$ cat src/rtl/rx_to_mem.sv
// Frames a UART byte stream (START_BYTE, N bytes of A, N bytes of B) into row-major
// matrix memory writes. Define RX_CHECKSUM_EN to require a trailing mod-256 sum byte.
module rx_to_mem #(
  parameter int          ROW            = 2,
  parameter int          COLUMN         = 2,
  parameter int          ADDR_W         = 6,
  parameter logic [7:0]  START_BYTE     = 8'hA5,
  parameter int          TIMEOUT_CYCLES = 1_000_000
) (
  input  logic              clk,
  input  logic              rst,
  input  logic [7:0]        rx_byte,
  input  logic              rx_valid,
  output logic              busy,
  output logic              write_A,
  output logic              write_B,
  output logic [ADDR_W-1:0] write_address,
  output logic [7:0]        write_value,
  output logic              load_done,
  output logic              load_err
);

  localparam int N     = ROW * COLUMN;
  localparam int CNT_W = $clog2(N) + 1;
  localparam int TMO_W = $clog2(TIMEOUT_CYCLES) + 1;
  localparam logic [CNT_W-1:0] CNT_LAST = CNT_W'(N - 1);
  localparam logic [TMO_W-1:0] TMO_LAST = TMO_W'(TIMEOUT_CYCLES - 1);

  typedef enum logic [2:0] {
    IDLE,
    LOAD_A,
    LOAD_B,
    DONE
`ifdef RX_CHECKSUM_EN
    , CHECK
`endif
  } state_t;

  state_t              state_q, state_d;
  logic [CNT_W-1:0]    cnt_q, cnt_d;
  logic [TMO_W-1:0]    tmo_q, tmo_d;
  logic                write_a_q, write_a_d;
  logic                write_b_q, write_b_d;
  logic [ADDR_W-1:0]   write_address_q, write_address_d;
  logic [7:0]          write_value_q, write_value_d;
  logic                load_done_q, load_done_d;
  logic                load_err_q, load_err_d;
`ifdef RX_CHECKSUM_EN
  logic [7:0]          sum_q, sum_d;
`endif

  always_comb begin
    state_d         = state_q;
    cnt_d           = cnt_q;
    tmo_d           = tmo_q;
    write_a_d       = 1'b0;
    write_b_d       = 1'b0;
    write_address_d = write_address_q;
    write_value_d   = write_value_q;
    load_done_d     = 1'b0;
    load_err_d      = load_err_q;
`ifdef RX_CHECKSUM_EN
    sum_d           = sum_q;
`endif
    case (state_q)
      IDLE: begin
        tmo_d = '0;
        if (rx_valid && rx_byte == START_BYTE) begin
          state_d    = LOAD_A;
          cnt_d      = '0;
          load_err_d = 1'b0;
`ifdef RX_CHECKSUM_EN
          sum_d      = '0;
`endif
        end
      end
      LOAD_A, LOAD_B: begin
        // A byte arriving on the expiry cycle is still accepted.
        if (rx_valid) begin
          tmo_d           = '0;
          write_a_d       = (state_q == LOAD_A);
          write_b_d       = (state_q == LOAD_B);
          write_address_d = ADDR_W'(cnt_q);
          write_value_d   = rx_byte;
`ifdef RX_CHECKSUM_EN
          sum_d           = sum_q + rx_byte;
`endif
          if (cnt_q == CNT_LAST) begin
            cnt_d = '0;
            if (state_q == LOAD_A) begin
              state_d = LOAD_B;
            end else begin
`ifdef RX_CHECKSUM_EN
              state_d = CHECK;
`else
              state_d = DONE;
`endif
            end
          end else begin
            cnt_d = cnt_q + 1'b1;
          end
        end else if (tmo_q == TMO_LAST) begin
          load_err_d = 1'b1;
          state_d    = IDLE;
          tmo_d      = '0;
        end else begin
          tmo_d = tmo_q + 1'b1;
        end
      end
`ifdef RX_CHECKSUM_EN
      CHECK: begin
        if (rx_valid) begin
          tmo_d = '0;
          if (rx_byte == sum_q) begin
            state_d = DONE;
          end else begin
            load_err_d = 1'b1;
            state_d    = IDLE;
          end
        end else if (tmo_q == TMO_LAST) begin
          load_err_d = 1'b1;
          state_d    = IDLE;
          tmo_d      = '0;
        end else begin
          tmo_d = tmo_q + 1'b1;
        end
      end
`endif
      DONE: begin
        // Any byte seen here is dropped; the frame is already complete.
        load_done_d = 1'b1;
        tmo_d       = '0;
        state_d     = IDLE;
      end
      default: begin
        state_d = IDLE;
      end
    endcase
  end

  always_ff @(posedge clk or posedge rst) begin
    if (rst) begin
      state_q         <= IDLE;
      cnt_q           <= '0;
      tmo_q           <= '0;
      write_a_q       <= 1'b0;
      write_b_q       <= 1'b0;
      write_address_q <= '0;
      write_value_q   <= '0;
      load_done_q     <= 1'b0;
      load_err_q      <= 1'b0;
`ifdef RX_CHECKSUM_EN
      sum_q           <= '0;
`endif
    end else begin
      state_q         <= state_d;
      cnt_q           <= cnt_d;
      tmo_q           <= tmo_d;
      write_a_q       <= write_a_d;
      write_b_q       <= write_b_d;
      write_address_q <= write_address_d;
      write_value_q   <= write_value_d;
      load_done_q     <= load_done_d;
      load_err_q      <= load_err_d;
`ifdef RX_CHECKSUM_EN
      sum_q           <= sum_d;
`endif
    end
  end

  assign busy          = (state_q != IDLE);
  assign write_A       = write_a_q;
  assign write_B       = write_b_q;
  assign write_address = write_address_q;
  assign write_value   = write_value_q;
  assign load_done     = load_done_q;
  assign load_err      = load_err_q;

endmodule
$ cat config.mk
export PLATFORM = sky130hd
export DESIGN_NAME = rx_to_mem
export DESIGN_NICKNAME = d
export VERILOG_FILES = /design/src/rtl/rx_to_mem.sv
export SDC_FILE = /design/constraint.sdc
export NUM_CORES = 1
export LEC_CHECK = 0
export ABC_AREA = 0
export BUFFER_PORTS_ARGS = -buffer_cell sky130_fd_sc_hd__buf_2
export CAP_MARGIN = 20
export CORE_AREA = 8 8 73 75
export DETAILED_ROUTE_END_ITERATION = 16
export DIE_AREA = 0 0 81 83
export HOLD_SLACK_MARGIN = 0.06
export PLACE_DENSITY = 0.72
export SLEW_MARGIN = 20
export SYNTH_ARGS = -nofsm -noshare
export SYNTH_HDL_FRONTEND = slang
export SYNTH_SLANG_ARGS = --single-unit
$ cat constraint.sdc
create_clock -name clk -period 2.1 [get_ports clk]
set_clock_uncertainty 0.05 [all_clocks]
set_input_delay 0.315 -clock clk [delete_from_list [all_inputs] [get_ports clk]]
set_output_delay 0.315 -clock clk [all_outputs]
set_load 0.03 [all_outputs]
# Yosys cells after proc, flatten, opt, wreduce, memory -nomap -nowiden
# Cells that the tools add are included.
# W data, S select, Z words.
# totals
ramBits,0
out_inout_bits,19
inputBits,11
ff_bits,42
mem_count,0
romBits,0
latch_bits,0
word_cells,56
# op_classes
mux,22
n_lt_le_gt_ge,0
n_eq_ne,12
div_mod_pow,0
n_reduce_logical,11
shifts,0
addsub,2
n_bitwise,0
multipliers,0
# op_table
op,n
$mux W21,2
$pmux W21 S2,1
$add A21 B1 Y21 const B,1
$eq A21 B20 Y1 const B,1
$mux W3,7
$pmux W3 S2,2
$eq A3 B2 Y1 const B,3
$mux W1,9
$eq A8 B8 Y1 const B,1
$ne A2 B2 Y1 const B,4
$ne A3 B3 Y1 const B,2
$reduce_and A3 Y1,2
$reduce_and A4 Y1,1
$reduce_bool A2 Y1,2
$reduce_or A2 Y1,2
$add A3 B1 Y3 const B,1
$eq A3 B1 Y1 const B,1
$logic_not A3 Y1,1
$reduce_bool A3 Y1,1
$pmux W1 S2,1
$reduce_and A2 Y1,1
$logic_and A1 B1 Y1,1

# Logic depth before layout (Yosys ltp)
# logic_depth
word_depth,5
depth_mapped,7
ltp_nobuf,6

# Least setup slack after synthesis
# Ideal clock, no wire load.
# synth_path
path_kind,flip-flop to flip-flop
startpoint,reg state_q[0]
endpoint,reg cnt_q[0]
stages_incl_launch_ff,8
period_less_slack_ns,1.953
arrival_ns,1.778
n_path_buf,1
t_required_ns,1.925
slack_ns,0.147
setup_ns,0.125
path_cell_list,dfrtp_1 > inv_1 > ha_1 > clkbuf_1 > nand2_1 > o21ai_0 > nor2b_1 > mux2_2
# synth_between
elab_chain_len,4
word_cells_on_any_way,9
classes_between,4 x eq/ne; 1 x mux; 4 x reduce/logical
# synth_lines
element,line_no,rtl
start: declaration,39,"state_t state_q, state_d;"
start signal: assignment,156,state_q <= state_d;
$eq A3 B1 Y1 / $eq A3 B2 Y1 (equally long branches),65,case (state_q)
$reduce_or A2 Y1,65,
$ne A2 B2 Y1 (no line) / $reduce_bool A2 Y1 (equally long branches),--,
$reduce_and A3 Y1 (no line),--,
end signal: assignment,157,cnt_q <= cnt_d;
end: declaration,40,"logic [CNT_W-1:0] cnt_q, cnt_d;"
# Several ways; a longest one is shown, not always the timed one.
# A chain may end at the register's enable or synchronous reset.

# Worst setup path in the final report
# layout_path
startpoint,reg state_q[1]
endpoint,reg cnt_q[0]
# Same word-level chain as after synthesis.

==> impl_summary.txt <==
----------------------------------------------------
[Routing]
  Detailed-route DRC error count ... 0
  First drt pass iteration count ... 4
  Vias post-DR ... approximately 1,500
  Initial DRC Count ... 28
  Number of routed nets with antenna violations ... 0
  Final Routed Wirelength ... 3920 µm
  Routed wirelength normalized by instance count ... 14.5 µm
  Post-detailed-route via-to-cell ratio ... between 5 and 6

[STA]
  Worst Slack Setup Final ... 192 ps
  Least-Margin Pin Slew ... approximately 520 ps
  Endpoints failing setup ... 0
  Accumulated negative setup slack ... 0 ps
  Clock period minus final worst setup slack ... ~1900 ps
  Max Slew Vio Count ... 0
  Post-route fraction of the period consumed by the critical path ... 0.909
  Setup repair after global routing missed its margin ... false
  Worst relative slew slack ... 0.654
  Achievable frequency ... 0.524 GHz
  Hold Vio Cnt, Final ... 0

[Setup path]
  Crit path kind ... register to register
  Worst setup SP type ... register
  Worst Path Arrival ... a little over 2000 ps
  Worst EP required ... approximately 2200 ps
  Peak fanout along the critical path ... 8
  Worst Reg-to-Reg Cells ... 6
  Worst reg2reg path startpoint ... state_q[1]$_DFFE_PP0P_
  Kind of capture point of the worst setup path ... register
  Critical path origin ... state_q[1]$_DFFE_PP0P_

[Run status]
  Result of the run ... finished clean

[Global route]
  Maximum number of pins on one net before global-route repair ... 42
  Sum of overflow across all layers after global routing ... 0
  Overall routing resource usage ... 0.125
  Number of antenna violations at the first check in global routing ... 0
  GRT met3 Usage ... 0.0517
  Vias in the first global route ... ~1,600
  GRT met1 Usage ... 0.147
  First-pass GRT wire length ... about 6900 µm
  GRT Max-Usage Layer ... met2
  GR Layer Usage met2 ... 0.193

[Yosys]
  Number of instances in the synthesized netlist ... roughly 180
  Cell area after synthesis ... between 1500 and 2000 µm²
  Number of synthesized flops with an enable pin ... 0
  Warning count from the yosys run ... 0
  Top FF cell, synth ... sky130_fd_sc_hd__dfrtp_1
  Share of the yosys chip area belonging to registers ... 0.513
  Number of unique standard cell types used by synthesis ... 39
  Register bit total from synthesis ... 41
  Average instance area after synthesis ... 11.0 µm²
  Asr flop ratio synth ... 1.00

[Place]
  HPWL reported at the end of detailed placement ... 2860 µm
  Setup Slack @ Placement ... around 200 ps
  Area post-placement ... 2210 µm²
  Routability cong. ... 0.781
  Port Buf Inserts ... 26

[Power and ir drop]
  Share of power burned in the clock network ... 0.207
  Reg power frac ... 0.389
  Gate power share ... 0.404
  Internal power of the cells ... 0.00167 W
  Net switching component of the power ... 0.00105 W
  Net switching fraction of the power ... 0.387
  P per Cell Area ... 1180 nW/µm²
  Maximum ir drop on the vdd rail ... roughly 0.74 mV
  Leakage power ... 1.06 nW

[Floorplan]
  Total Die Area ... 6720 µm²
  Core ar. ... ~4200 µm²
  Row Count ... 24
  Initial cell density of the core ... 0.475
  Die Wd ... 81 µm
  Height of the die ... slightly above 80 µm
  Io pins ... 30

[Cells and area]
  Most common cell after layout, fill and taps aside ... sky130_fd_sc_hd__dfrtp_1
  Layout cells sized above 1 ... 0.266
  Antenna fix cells ... 0
  Most used cells in the layout excluding fill and tap cells ... 41 x sky130_fd_sc_hd__dfrtp_1, 26 x sky130_fd_sc_hd__buf_2, 14 x sky130_fd_sc_hd__nor2_1
  Net count, final ... 235
  Post-route cell area ... approximately 2300 µm²
  Area overhead of the layout relative to synthesis ... 15.6%
  Fillers ... 386

[Clock tree]
  Buffers inserted by post-CTS timing repair ... 0
  Post-CTS Resized ... 0
  Root buf cell ... sky130_fd_sc_hd__clkbuf_8
  TritonCTS sink count ... about 40
  Register clock-pin slew on the reported worst setup and hold paths ... roughly 80 ps
  Hold Buf Count CTS ... 0
  CTS tree ... built
  Worst-Skew Late Latency ... approximately 290 ps
  Number of levels the H-tree was split into ... 2
  Number of CTS-inserted buffers ... 5
  Buffer depth of the longest clock path ... 2

[Min path]
  Worst min-delay path class ... primary input to async pin

[Run]
  Maxcap violations ... 0

----------------------------------------------------
## power groups by stage
stage | clock (W) | combinational, W | sequential [W]
2_1_floorplan | 0 | 0.000592 | 0.00128
3_3_place_gp | 0 | 0.00110 | 0.00107
3_5_place_dp | 0 | 0.00112 | 0.00107
4_1_cts | 0.000583 | 0.00112 | 0.00106
5_1_grt | 0.000620 | 0.00121 | 0.00108
6_report | 0.000565 | 0.00110 | 0.00106
## cell families after synthesis
| family | after synthesis | share of synthesized area |
|---|---|---|
| xor+xnor | 11 | 0.0482 |
| buf+inv | 16 | 0.0395 |
| other cells | 1 | 0.00188 |
| mux | 11 | 0.0614 |
| fa+ha+maj | 7 | 0.0438 |
| compound gates | 29 | 0.0889 |
| flops | 41 | 0.513 |
| simple gates | 66 | 0.203 |
## final timing paths
| kind | slack, ps | to |
|---|---|---|
| max | 190 | cnt_q[0]$_DFFE_PP0P_ |
| min | 90 | tmo_q[9]$_DFFE_PP0P_ |
| max reg2reg | 190 | cnt_q[0]$_DFFE_PP0P_ |
| min reg2reg | 420 | tmo_q[0]$_DFFE_PP0P_ |
| max in group asynchronous | 1550 | tmo_q[8]$_DFFE_PP0P_ |
| min in group clk | 210 | write_value[0]$_DFFE_PP0N_ |
## final cells by class
cell class              count  area (µm²)  share of cell area
multi-input cells         127         901               0.390
clock inverters             1        5.00             0.00217
well taps                  52        65.1              0.0282
repair buffers             33         183              0.0791
clock buffers               7        96.3              0.0417
inverters                   9        33.8              0.0146
flip-flops and latches     41        1030               0.444
## flip-flops by register name, indices dropped and copies added (netlist names)
| register | flops |
|---|---|
| tmo_q | 21 |
| write_value | 8 |
| cnt_q | 3 |
| write_address | 3 |
| state_q | 2 |
| load_done | 1 |
| load_err | 1 |
| write_A | 1 |
| write_B | 1 |
## critical path, cell delays in order, from the launching register on
cell                      delay, ps
sky130_fd_sc_hd__dfrtp_1        420
sky130_fd_sc_hd__inv_1          110
sky130_fd_sc_hd__ha_1           430
sky130_fd_sc_hd__nand2_1        150
sky130_fd_sc_hd__o21ai_0         90
sky130_fd_sc_hd__nor2b_1        200
sky130_fd_sc_hd__mux2_2         350
## per-layer routing
| layer | wire length [µm] | vias up |
|---|---|---|
| met1 | 1820 | 707 |
| met4 | 79 | 0 |
| li1 | - | 713 |
| met5 | 0 | - |
| met2 | 1840 | 30 |
| met3 | 176 | 7 |
## per-stage QoR
| stage | hold WS, ps | utilization | total power [W] | std cells |
|---|---|---|---|---|
| finish | 94.0 | 0.549 | 0.00273 | 270 |
| floorplan | 393 | - | 0.00187 | 184 |
| CTS | 106 | 0.549 | 0.00276 | 270 |
| global placement | 411 | 0.525 | 0.00217 | 262 |
| global route | 150 | 0.549 | 0.00291 | 270 |
| detailed placement | 423 | 0.525 | 0.00219 | 262 |
## cells in the mapped netlist, types with 2 or more instances
master,n,area [µm²]
sky130_fd_sc_hd__a21oi_1,10,50.1
sky130_fd_sc_hd__and2_1,2,12.5
sky130_fd_sc_hd__and4_4,2,22.5
sky130_fd_sc_hd__buf_4,5,37.5
sky130_fd_sc_hd__clkbuf_1,2,7.51
sky130_fd_sc_hd__dfrtp_1,41,1030
sky130_fd_sc_hd__ha_1,7,87.6
sky130_fd_sc_hd__inv_1,9,33.8
sky130_fd_sc_hd__mux2_2,10,113
sky130_fd_sc_hd__nand2_1,10,37.5
sky130_fd_sc_hd__nand2b_1,2,12.5
sky130_fd_sc_hd__nand3_1,7,35.0
sky130_fd_sc_hd__nand4_1,5,31.3
sky130_fd_sc_hd__nor2_1,14,52.6
sky130_fd_sc_hd__nor2b_1,2,12.5
sky130_fd_sc_hd__nor4b_1,3,26.3
sky130_fd_sc_hd__o21ai_0,10,50.1
sky130_fd_sc_hd__o31ai_1,4,30.0
sky130_fd_sc_hd__or3_1,5,31.3
sky130_fd_sc_hd__or4_1,4,30.0
sky130_fd_sc_hd__xnor2_1,2,17.5
sky130_fd_sc_hd__xor2_1,9,78.8
(Power assumes the default switching activity.)
